`config.mk`:
```
export PLATFORM = sky130hd
export DESIGN_NAME = olivia_multicycle_ctrl
export DESIGN_NICKNAME = d
export VERILOG_FILES = /design/src/rtl/olivia_multicycle_ctrl.sv
export SDC_FILE = /design/constraint.sdc
export NUM_CORES = 1
export LEC_CHECK = 0
export ABC_AREA = 1
export ABC_CLOCK_PERIOD_IN_PS = 1500
export BUFFER_PORTS_ARGS = -buffer_cell sky130_fd_sc_hd__buf_2
export CELL_PAD_IN_SITES_DETAIL_PLACEMENT = 1
export CELL_PAD_IN_SITES_GLOBAL_PLACEMENT = 2
export CORE_UTILIZATION = 29
export CTS_BUF_LIST = sky130_fd_sc_hd__clkbuf_8
export DETAILED_ROUTE_END_ITERATION = 7
export PLACE_DENSITY = 0.91
export SLEW_MARGIN = 20
export SYNTH_ARGS = -nofsm -noshare
export SYNTH_HDL_FRONTEND = slang
export SYNTH_SLANG_ARGS = --single-unit
```
`constraint.sdc`:
```
create_clock -name clk -period 1.5 [get_ports clk]
set_input_delay 0.15 -clock clk [delete_from_list [all_inputs] [get_ports clk]]
set_output_delay 0.15 -clock clk [all_outputs]
set_load 0.02 [all_outputs]
```
`src/rtl/olivia_multicycle_ctrl.sv`:
```
// Olivia LEGv8 multi-cycle sequencer: FETCH/DECODE/EXEC/MEM/WB control,
// memory watchdog and retired-instruction counter.
//
// Ports:
//   clk, rst                 clock, synchronous active-high reset
//   opcode[10:0]             instruction[31:21] from the IR
//   zero_flag                ALU zero flag, used by CBZ in EXEC
//   imem_ready, dmem_ready   memory ready handshakes
//   imem_req, ir_write       fetch request / IR load
//   pc_write, pc_src         PC update strobe / target select
//   reg2loc, alu_src, alu_op datapath mux and ALU controls
//   dmem_read, dmem_write    data memory requests
//   mem2reg, reg_write       writeback select / register write
//   illegal                  one-cycle pulse on unsupported opcode
//   fault                    sticky watchdog expiry
//   retired[CNT_W-1:0]       completed-instruction count (wraps)
//   state[2:0]               current state, for debug
module olivia_multicycle_ctrl #(
   parameter int TIMEOUT_CYCLES = 255,
   parameter int CNT_W          = 32
) (
   input  logic             clk,
   input  logic             rst,
   input  logic [10:0]      opcode,
   input  logic             zero_flag,
   input  logic             imem_ready,
   input  logic             dmem_ready,
   output logic             imem_req,
   output logic             ir_write,
   output logic             pc_write,
   output logic             pc_src,
   output logic             reg2loc,
   output logic             alu_src,
   output logic [1:0]       alu_op,
   output logic             dmem_read,
   output logic             dmem_write,
   output logic             mem2reg,
   output logic             reg_write,
   output logic             illegal,
   output logic             fault,
   output logic [CNT_W-1:0] retired,
   output logic [2:0]       state
);

   typedef enum logic [2:0] {
      S_FETCH  = 3'd0,
      S_DECODE = 3'd1,
      S_EXEC   = 3'd2,
      S_MEM    = 3'd3,
      S_WB     = 3'd4,
      S_FAULT  = 3'd7
   } state_e;

   typedef enum logic [2:0] {
      C_NOP,
      C_R,
      C_LDUR,
      C_STUR,
      C_CBZ,
      C_B,
      C_ILL
   } cls_e;

   localparam logic [10:0] OP_ADD  = 11'b100_0101_1000;
   localparam logic [10:0] OP_SUB  = 11'b110_0101_1000;
   localparam logic [10:0] OP_AND  = 11'b100_0101_0000;
   localparam logic [10:0] OP_ORR  = 11'b101_0101_0000;
   localparam logic [10:0] OP_LDUR = 11'b111_1100_0010;
   localparam logic [10:0] OP_STUR = 11'b111_1100_0000;

   // Counter only needs to reach TIMEOUT_CYCLES-1.
   localparam int WC_W =
      (TIMEOUT_CYCLES > 1) ? $clog2(TIMEOUT_CYCLES) : 1;
   localparam logic [WC_W-1:0] WC_LAST =
      WC_W'(TIMEOUT_CYCLES - 1);

   state_e             state_q, state_d;
   cls_e               cls_q, cls_d, cls_dec;
   logic [WC_W-1:0]    wait_q, wait_d;
   logic [CNT_W-1:0]   retired_q, retired_d;
   logic               fault_q, fault_d;
   logic               retire;

   always_comb begin
      cls_dec = C_ILL;
      if (opcode == OP_ADD || opcode == OP_SUB ||
          opcode == OP_AND || opcode == OP_ORR) begin
         cls_dec = C_R;
      end else if (opcode == OP_LDUR) begin
         cls_dec = C_LDUR;
      end else if (opcode == OP_STUR) begin
         cls_dec = C_STUR;
      end else if (opcode[10:3] == 8'b1011_0100) begin
         cls_dec = C_CBZ;
      end else if (opcode[10:5] == 6'b00_0101) begin
         cls_dec = C_B;
      end
   end

   always_comb begin
      state_d    = state_q;
      cls_d      = cls_q;
      wait_d     = '0;
      fault_d    = fault_q;
      retire     = 1'b0;
      imem_req   = 1'b0;
      ir_write   = 1'b0;
      pc_write   = 1'b0;
      pc_src     = 1'b0;
      reg2loc    = 1'b0;
      alu_src    = 1'b0;
      alu_op     = 2'b00;
      dmem_read  = 1'b0;
      dmem_write = 1'b0;
      mem2reg    = 1'b0;
      reg_write  = 1'b0;
      illegal    = 1'b0;

      case (state_q)
         S_FETCH: begin
            imem_req = 1'b1;
            if (imem_ready) begin
               ir_write = 1'b1;
               state_d  = S_DECODE;
            end else if (wait_q == WC_LAST) begin
               state_d = S_FAULT;
               fault_d = 1'b1;
            end else begin
               wait_d = wait_q + WC_W'(1);
            end
         end
         S_DECODE: begin
            cls_d   = cls_dec;
            reg2loc = (cls_dec == C_STUR) ||
                      (cls_dec == C_CBZ);
            if (cls_dec == C_ILL) begin
               illegal  = 1'b1;
               pc_write = 1'b1;
               state_d  = S_FETCH;
            end else begin
               state_d = S_EXEC;
            end
         end
         S_EXEC: begin
            case (cls_q)
               C_R: begin
                  alu_op  = 2'b10;
                  state_d = S_WB;
               end
               C_LDUR, C_STUR: begin
                  alu_src = 1'b1;
                  // STUR keeps Rt selected: it is the store data.
                  reg2loc = (cls_q == C_STUR);
                  state_d = S_MEM;
               end
               C_CBZ: begin
                  alu_op   = 2'b01;
                  reg2loc  = 1'b1;
                  pc_write = 1'b1;
                  pc_src   = zero_flag;
                  retire   = 1'b1;
                  state_d  = S_FETCH;
               end
               C_B: begin
                  pc_write = 1'b1;
                  pc_src   = 1'b1;
                  retire   = 1'b1;
                  state_d  = S_FETCH;
               end
               default: state_d = S_FETCH;
            endcase
         end
         S_MEM: begin
            alu_src    = 1'b1;
            reg2loc    = (cls_q == C_STUR);
            dmem_read  = (cls_q == C_LDUR);
            dmem_write = (cls_q == C_STUR);
            if (dmem_ready) begin
               if (cls_q == C_LDUR) begin
                  state_d = S_WB;
               end else begin
                  pc_write = 1'b1;
                  retire   = 1'b1;
                  state_d  = S_FETCH;
               end
            end else if (wait_q == WC_LAST) begin
               state_d = S_FAULT;
               fault_d = 1'b1;
            end else begin
               wait_d = wait_q + WC_W'(1);
            end
         end
         S_WB: begin
            reg_write = 1'b1;
            mem2reg   = (cls_q == C_LDUR);
            pc_write  = 1'b1;
            retire    = 1'b1;
            state_d   = S_FETCH;
         end
         S_FAULT: state_d = S_FAULT;
         default: state_d = S_FETCH;
      endcase

      // Reset aborts the instruction: nothing may commit.
      if (rst) begin
         retire     = 1'b0;
         imem_req   = 1'b0;
         ir_write   = 1'b0;
         pc_write   = 1'b0;
         pc_src     = 1'b0;
         reg2loc    = 1'b0;
         alu_src    = 1'b0;
         alu_op     = 2'b00;
         dmem_read  = 1'b0;
         dmem_write = 1'b0;
         mem2reg    = 1'b0;
         reg_write  = 1'b0;
         illegal    = 1'b0;
      end

      retired_d = retire ? retired_q + CNT_W'(1) : retired_q;
   end

   always_ff @(posedge clk) begin
      if (rst) begin
         state_q   <= S_FETCH;
         cls_q     <= C_NOP;
         wait_q    <= '0;
         retired_q <= '0;
         fault_q   <= 1'b0;
      end else begin
         state_q   <= state_d;
         cls_q     <= cls_d;
         wait_q    <= wait_d;
         retired_q <= retired_d;
         fault_q   <= fault_d;
      end
   end

   assign fault   = fault_q;
   assign retired = retired_q;
   assign state   = state_q;

endmodule
```
# Word-level counts from Yosys, hierarchy flattened

Cells that the tools add are included.

Register bits after elaboration: 47
Latch bits: 0
RAM bits: 0
Bits in read-only memories: 0
Input port bits: 16
Memories: 0

$add $sub $neg: 2
Multipliers: 0
Div/mod/pow operators: 0
$lt $le $gt $ge: 0
Equality and inequality tests: 24
Shift-type cells: 0
Muxes and demuxes: 55
Bitwise operators: 0
Reductions and logical operators: 9

Operator list:

| operator              | number |
|---|---|
| $eq 11x11->1 const B  | 6 |
| $add 32x1->32 const B | 1 |
| $mux 1                | 29 |
| $mux 8                | 3 |
| $mux 3                | 7 |
| $eq 3x3->1 const B    | 6 |
| $eq 8x8->1 const B    | 2 |
| $pmux 8 s2            | 1 |
| $eq 3x2->1 const B    | 5 |
| $pmux 3 s5            | 1 |
| $mux 2                | 5 |
| $add 8x1->8 const B   | 1 |
| $pmux 1 s2            | 4 |
| $eq 3x1->1 const B    | 2 |
| $eq 6x3->1 const B    | 1 |
| $pmux 1 s3            | 2 |
| $pmux 3 s2            | 1 |
| $logic_or 1x1->1      | 4 |
| $ne 2x2->1 const B    | 2 |
| $pmux 1 s4            | 1 |
| $pmux 2 s2            | 1 |
| $reduce_or 2->1       | 2 |
| $logic_not 3->1       | 1 |
| $reduce_and 3->1      | 1 |
| $reduce_bool 2->1     | 1 |

# Depth between registers and ports, before layout

Gate-level depths: netlist of the first run.

Word-level depth: 10
Depth in mapped cells: 10

# Least setup slack after synthesis of the first run

OpenSTA, ideal clock, no wires.

Kind: register to output
Start point: register state_q[0], in the netlist state[0]
End point: output reg2loc
Arrival: 1.634 ns
Data required time: 1.350 ns
Path slack: -0.284 ns
Stages on the path, launching flop included: 7
Path buffers: 0
Path through: dfxtp_1 -> inv_1 -> nor3_1 -> nand2_1 -> nor2_1 -> nand2_1 -> a21oi_1

Cells in the longest elaborated chain, start to end: 3

RTL lines:

| what                                            | line | source |
|---|---|---|
| start: declaration                              | 77   | `state_e state_q, state_d;` |
| start signal: assignment                        | 232  | `state_q <= state_d;` |
| $eq 3x2->1 / $eq 3x1->1 (equally long branches) | 119  | `case (state_q)` |
| $pmux 1 s3 (*)                                  | 119  |  |
| $mux 1 (*)                                      | 205  | `if (rst) begin` |
| end: declaration                                | 32   | `output logic reg2loc,` |

Mark *: on every way between the ends. The rest lies on a longest branch, timed or not.

# Worst setup path in the final report of the first run

Start point: register state_q[2], in the netlist state[2]
End point: output pc_write

Cells in the longest elaborated chain, start to end: 3

RTL lines:

| what                                     | line | source |
|---|---|---|
| $eq 3x3->1, or another cell as far along | 119  |  |
| $pmux 1 s4 (*)                           | 119  |  |
| $mux 1 (*)                               | 205  |  |
| end: declaration                         | 30   | `output logic pc_write,` |

Marked as above.

==> flow_summary_export.csv, run 1 <==
group,metric,value,unit
floorplan,dieArea,0.01099,sq mm
setup_path,cp.arrival,1.64,ns
setup_path,startpoint_type,"flop",
floorplan,die_w,104.8,microns
outcome,status,"finished with violations",
detailed_routing,wl_met1,5294,microns
setup_path,r2r-start,"state[0]",
detailed_routing,drc_errors,0,
timing,finalSetupViolations,41,
outcome,violations,"negative setup slack",
pwr,total_leakage_power,0.001993,uW
place,dpl_cell_area,0.003993,sq mm
synth,ys_ff_latch,47,
detailed_routing,vias,3882,
setup_path,crit_path_frequent_cell,"nand2_2",
flow_run,maxCapViolCount,0,
pwr,power.density,517.4,mW/mm^2
detailed_routing,dr.max_layer_used,"met4",
finish,drive_above_1_share,0.3207,
detailed_routing,detail-route-antenna-nets,0,
setup_path,critPathTopFamily,"simple AND/OR/NAND/NOR gates",
detailed_routing,routed_via_density,4.889,
timing,finalSetupTns,-2.966,ns
synth,yosys-top-cells-area,"dfxtp_1 31%, nand2_1 23%, nor2_1 12%",
synth,synthArstFlopShare,0,
timing,slew_viol_final,0,
timing,timing.final.ws_setup,-0.2895,ns
finish,design_area,0.004473,sq mm
timing,hold_viol_final,0,
clock_network,cts_hold_buf,0,
detailed_routing,wl_per_cell,15.31,microns
timing,fin_skew,0.008084,ns
synth,yosysMostFrequentCell,"nand2_1",
min_path,hold_depth,4,
floorplan,fp.dieH,104.8,microns
floorplan,core-area,0.01028,sq mm
finish,nNetsFinal,676,
detailed_routing,postRouteWirelength,12160,microns
setup_path,required,1.35,ns
setup_path,cp_num_cells,8,
setup_path,critPathMaxStageDelay,0.41,ns
clock_network,htreeDepth,2,
synth,synth.net_count,542,
global_routing,grt_pass1_wl,19160,microns
synth,synth_ff_type,"dfxtp_1",
place,gp_congestion,0.8339,
timing,fin_crit_sh,1.193,
synth,seq_area_frac_synth,0.3068,
clock_network,insertion_delay,0.31,ns
synth,synth_top_cell_by_area,"dfxtp_1",
synth,synthTopCellsByCount,"187 x nand2_1, 101 x nor2_1, 52 x inv_1",
clock_network,clk_pin_slew,0.10,ns
finish,antenna_cells,0,
min_path,hold_start,"dmem_ready",
setup_path,crit_type,"reg2out",
floorplan,row_count,37,
setup_path,startpoint,"state[2]",
synth,synth_cell_types,29,
setup_path,cp_max_fo,6,
synth,synth_top_area_frac,0.3068,
floorplan,ios,65,
min_path,hold_class,"in2reg",
clock_network,clockBufferDepth,2,
pwr,power,2315,uW
setup_path,cp_slowest_cell,"dfxtp_4",
timing,fmax,558.8,MHz
global_routing,grt_max_degree,26,
place,hpwl,8810,microns
synth,yosysWarningCount,0,
timing,hold_slack,0.2370,ns
clock_network,clockRootBuffer,"clkbuf_8",
setup_path,end_kind,"primary output",
clock_network,cts_buffers,5,
timing,min_period,1.790,ns
setup_path,worstPathCellList,"inv_6 -> nand3_1 -> nand2_2 -> nand2_2 -> nand2_2 -> inv_1 -> a21oi_2 -> buf_4",
synth,synthCells,523,
global_routing,antenna_found_initial,0,
detailed_routing,dr.pass1.iters,4,
clock_network,tritoncts,"yes",
pwr,ir_drop,297.5,uV
detailed_routing,wl_met2,6214,microns
floorplan,initial_core_util,0.2984,
synth,synth_area,0.003067,sq mm
clock_network,clkSinkCount,47,
timing,rsz0062_at_grt,"true",
global_routing,grt_pass1_vias,3991,
timing,worstMarginPinSlew,0.3466,ns
finish,final_util,0.4352,
synth,avgSynthCellArea,5.864,sq um
setup_path,path_buf_inv,3,
timing,max_slew_margin,0.7665,
global_routing,grtUsageTotal,0.2156,
place,portBuffers,64,
detailed_routing,met3_length,467,microns
synth,synth_edf_count,0,
global_routing,grt.overflow.total,0,
setup_path,r2r_cells,9,
finish,syn_to_final_growth,45.86,%
detailed_routing,drt_iter0_drc,93,
==> stage by stage <==
| stage | std cells | setup slack [ns] |
|---|---|---|
| after global placement | 773 | 0.001156 |
| after CTS | 790 | -0.2304 |
| after floorplan | 523 | -0.01821 |
| final | 794 | -0.2895 |
| after detailed placement | 773 | -0.03871 |
| after global routing | 794 | -0.3453 |
==> flip-flops by register name, indices dropped and copies added, names as in the netlist <==
name and cells:
cls_q 3, fault 1, state 3, wait_q 8, retired 32
==> worst reg2reg max path: cells and delay by family, from the launching register on <==
family | cells | cell delay [ns]
buffers and inverters | 2 | 0.33
and+or+nand+nor | 6 | 0.55
AOI/OAI and AO/OA | 1 | 0.22
DFF | 1 | 0.41
==> what timing repair did <==
item	in CTS	in global routing
gates resized for setup	42	55
setup buffers	8	5
cloned	1	0
setup endpoints to repair	34	52
pin swaps	14	5
==> report_power, final <==
part	internal, uW	switching, uW	leakage, uW
registers	1250	11.8	0.000387
logic	109	158	0.00156
clock network	316	469	0.0000505
==> final timing paths <==
kind / to / slack [ns]
worst max register to register: retired[19] / -0.12
worst max-delay path: pc_write / -0.29
worst min-delay path: state[2] / 0.24
worst min register to register: fault / 0.49
==> layout by cell type, fill, tap and decap left out, types with 2 or more instances in the layout <==
cell      synthesis  layout
nand2_1         187     179
nor2_1          101      84
buf_4             1      73
buf_2             1      52
inv_1            52      47
dfxtp_1          47      34
a21oi_1          33      31
nand3_1          20      16
nand3b_1         11      11
nor2_2            0      10
xor2_1            9       9
dfxtp_2           0       9
nor2_4            1       8
nand2_2           2       8
buf_6             3       8
nand4_1           7       7
o21ai_0           9       7
a31oi_1           6       6
inv_2             0       5
nor3_2            0       5
clkbuf_8          0       5
nand3_2           1       4
nor3_1           10       4
o21a_1            4       4
dfxtp_4           0       4
a21oi_2           1       3
nand2_4           1       2
xnor2_1           2       2
nand2_8           0       2
ha_1              3       2
buf_12            0       2
==> metal layers <==
layer | GRT usage | vias up
li1 | - | 1917
met1 | 0.2632 | 1879
met2 | 0.3917 | 72
met3 | 0.03057 | 14
met4 | 0.05936 | 0
met5 | 0 | -
==> cells by family after synthesis <==
logic type,Yosys count,synth area share
buffers and inverters,62,0.08486
XOR/XNOR,11,0.03142
flip-flops,47,0.3068
AND/OR/NAND/NOR,344,0.4643
adder cells (fa/ha/maj),3,0.01224
AO/OA/AOI/OAI,56,0.1004
==> layout make-up <==
| cell class | count | area (sq um) |
|---|---|---|
| clock buffers | 5 | 68.82 |
| clock inverters | 3 | 12.51 |
| fillers | 1420 | 5804 |
| inverters | 52 | 202.7 |
| multi-input cells | 415 | 2098 |
| flip-flops and latches | 47 | 967.2 |
| well taps | 136 | 170.2 |
| repair buffers | 136 | 953.4 |
Note: power is estimated with default switching activity, not from simulation.
==> run 2, diff against run 1 <==
--- a/config.mk
+++ b/config.mk
@@ -6,15 +6,16 @@
 export NUM_CORES = 1
 export LEC_CHECK = 0
 export ABC_AREA = 1
-export ABC_CLOCK_PERIOD_IN_PS = 1500
+export ABC_CLOCK_PERIOD_IN_PS = 2090
 export BUFFER_PORTS_ARGS = -buffer_cell sky130_fd_sc_hd__buf_2
 export CELL_PAD_IN_SITES_DETAIL_PLACEMENT = 1
 export CELL_PAD_IN_SITES_GLOBAL_PLACEMENT = 2
-export CORE_UTILIZATION = 29
+export CORE_UTILIZATION = 31
 export CTS_BUF_LIST = sky130_fd_sc_hd__clkbuf_8
 export DETAILED_ROUTE_END_ITERATION = 7
-export PLACE_DENSITY = 0.91
+export PLACE_DENSITY = 0.95
 export SLEW_MARGIN = 20
 export SYNTH_ARGS = -nofsm -noshare
 export SYNTH_HDL_FRONTEND = slang
 export SYNTH_SLANG_ARGS = --single-unit
+export TNS_END_PERCENT = 10
==> constraint.sdc (replaced) <==
create_clock -name clk -period 2.09 [get_ports clk]
set_input_delay 0.209 -clock clk [delete_from_list [all_inputs] [get_ports clk]]
set_output_delay 0.209 -clock clk [all_outputs]
set_load 0.02 [all_outputs]
==> run 2 against run 1 <==
Compared with the run above: the flow now finishes without violations; sequential cell count stayed put; core utilization is 4.6 points lower; hold slack better by 0.012 ns; die area is 6.3% lower; clock power is 7.6% lower; first-iteration DRC count is 20% higher; sequential power is 28% lower; register-to-register slack better by 0.46 ns; via count is 11% lower; sequential share of layout area is 4.1 points higher; largest power group unchanged.
==> flow_summary_export.csv, run 2 (synthesis gave the netlist of run 1 again) <==
group,metric,value,unit
outcome,status,"complete, no violations",
place,dpl_cell_area,0.003533,sq mm
global_routing,grt.overflow.total,0,
flow_run,maxCapViolCount,0,
finish,final_util,0.3892,
global_routing,antenna_found_initial,0,
clock_network,cts_buffers,5,
clock_network,clk_pin_slew,0.09,ns
finish,seqCellArea,942.2,sq um
clock_network,clockRootBuffer,"clkbuf_8",
pwr,ir_drop,227.5,uV
clock_network,tritoncts,"yes",
timing,rsz0062_at_grt,"false",
finish,fillers,1303,
timing,hold_viol_final,0,
timing,min_period,1.962,ns
floorplan,dieArea,0.01029,sq mm
setup_path,cp.arrival,1.75,ns
pwr,power,1764,uW
finish,antenna_cells,0,
detailed_routing,dr.pass1.iters,4,
place,portBuffers,64,
timing,max_slew_margin,0.6719,
detailed_routing,detail-route-antenna-nets,0,
floorplan,core-area,0.009415,sq mm
timing,fin_skew,0.008141,ns
setup_path,startpoint_type,"flop",
pwr,power.density,481.3,mW/mm^2
place,gp_congestion,0.8477,
min_path,hold_depth,4,
clock_network,insertion_delay,0.31,ns
setup_path,r2r-end,"retired[19]",
detailed_routing,postRouteWirelength,9784,microns
global_routing,grt_max_degree,40,
floorplan,initial_core_util,0.3257,
floorplan,fp.dieH,101.5,microns
clock_network,clockBufferDepth,2,
clock_network,htreeDepth,2,
detailed_routing,drt_iter0_drc,112,
min_path,hold_class,"in2reg",
setup_path,cp_max_fo,7,
timing,slew_viol_final,0,
global_routing,grt_pass1_wl,16220,microns
place,hpwl,7702,microns
detailed_routing,routed_via_density,4.830,
clock_network,clkSinkCount,47,
timing,fmax,509.8,MHz
min_path,hold_start,"rst",
finish,largest_reg_flops,32,
detailed_routing,vias,3473,
detailed_routing,wl_per_cell,13.61,microns
setup_path,required,1.88,ns
finish,design_area,0.003665,sq mm
finish,syn_to_final_growth,19.50,%
clock_network,postCtsSetupRepairBufs,0,
floorplan,die_w,101.5,microns
global_routing,grt_pass1_vias,3398,
finish,drive_above_1_share,0.1492,
floorplan,ios,65,
finish,nNetsFinal,608,
finish,multiInputGateArea,0.001878,sq mm
timing,fin_crit_sh,0.9386,
pwr,total_leakage_power,0.001631,uW
finish,final_common_cell,"nand2_1",
finish,mostFrequentLayoutCells,"187 x nand2_1, 100 x nor2_1, 64 x buf_2",
setup_path,end_kind,"primary output",
timing,finalSetupViolations,0,
timing,worstMarginPinSlew,0.4904,ns
global_routing,grtUsageTotal,0.1998,
setup_path,r2r_cells,9,
setup_path,crit_type,"reg2out",
detailed_routing,drc_errors,0,
floorplan,row_count,35,
timing,finalSetupTns,0,ns
min_path,worstHoldEndpoint,"state[0]",
setup_path,r2r-start,"retired[6]",
setup_path,r2r_setup_slack,0.34,ns
## run 2: cell types whose count changed in the layout (fill, tap and decap cells not counted), sizes merged
cell	previous run	this run
buf	136	69
bufinv	0	1
clkbuf	5	6
inv	54	52
nand2	191	190
## run 2: final cells by class
| class | count | area share |
|---|---|---|
| Tap cell | 129 | 0.04404 |
| Sequential cell | 47 | 0.2571 |
| Clock inverter | 2 | 0.009560 |
| Multi-Input combinational cell | 414 | 0.5125 |
| Inverter | 52 | 0.05326 |
| Timing Repair Buffer | 69 | 0.1011 |
| Clock buffer | 6 | 0.02253 |
## run 2: critical path, cell delays in order (launching register included)
cell and delay [ns]:
dfxtp_2 0.38, nor2_2 0.19, nand2_1 0.13, nand2_1 0.09
nand2_1 0.11, nand2_4 0.13, inv_1 0.10, a21oi_1 0.16
buf_2 0.18
## run 2: repair_timing
item / 4_1_cts / 5_1_grt
resized for setup: 1 / 4
hold buffers: 0 / 0
endpoints found under the setup margin: 1 / 1
## run 2: per-stage QoR
| step | setup WS [ns] | hold WS (ns) | instances |
|---|---|---|---|
| 5_1_grt | 0.004728 | 0.2650 | 719 |
| 6_report | 0.1284 | 0.2485 | 719 |
| 3_3_place_gp | 0.4064 | 0.4419 | 711 |
| 4_1_cts | 0.01046 | 0.2462 | 719 |
| 2_1_floorplan | 0.2470 | 0.4111 | 523 |
| 3_5_place_dp | 0.2684 | 0.4564 | 711 |
## run 2: routing by layer
layer  wire [microns]  up-vias  GRT usage
li1                 -     1774          -
met1             4804     1642     0.2677
met2             4567       49     0.3365
met3              284        8    0.02622
met4              127        0    0.05463
met5                0        -          0
## run 2: report_power, final
group          switching (uW)  internal (uW)
registers                7.28            902
logic                    87.5           42.4
clock network             337            388
total                     431           1330
## run 2: worst max-delay path by stage
stage	startpoint	to	cells after the start
after floorplan	state[0]	reg2loc	6
after global placement	state[2]	retired[20]	10
after detailed placement	state[2]	retired[5]	9
after CTS	state[2]	pc_write	8
after global routing	state[1]	pc_write	8
final	state[1]	pc_write	8
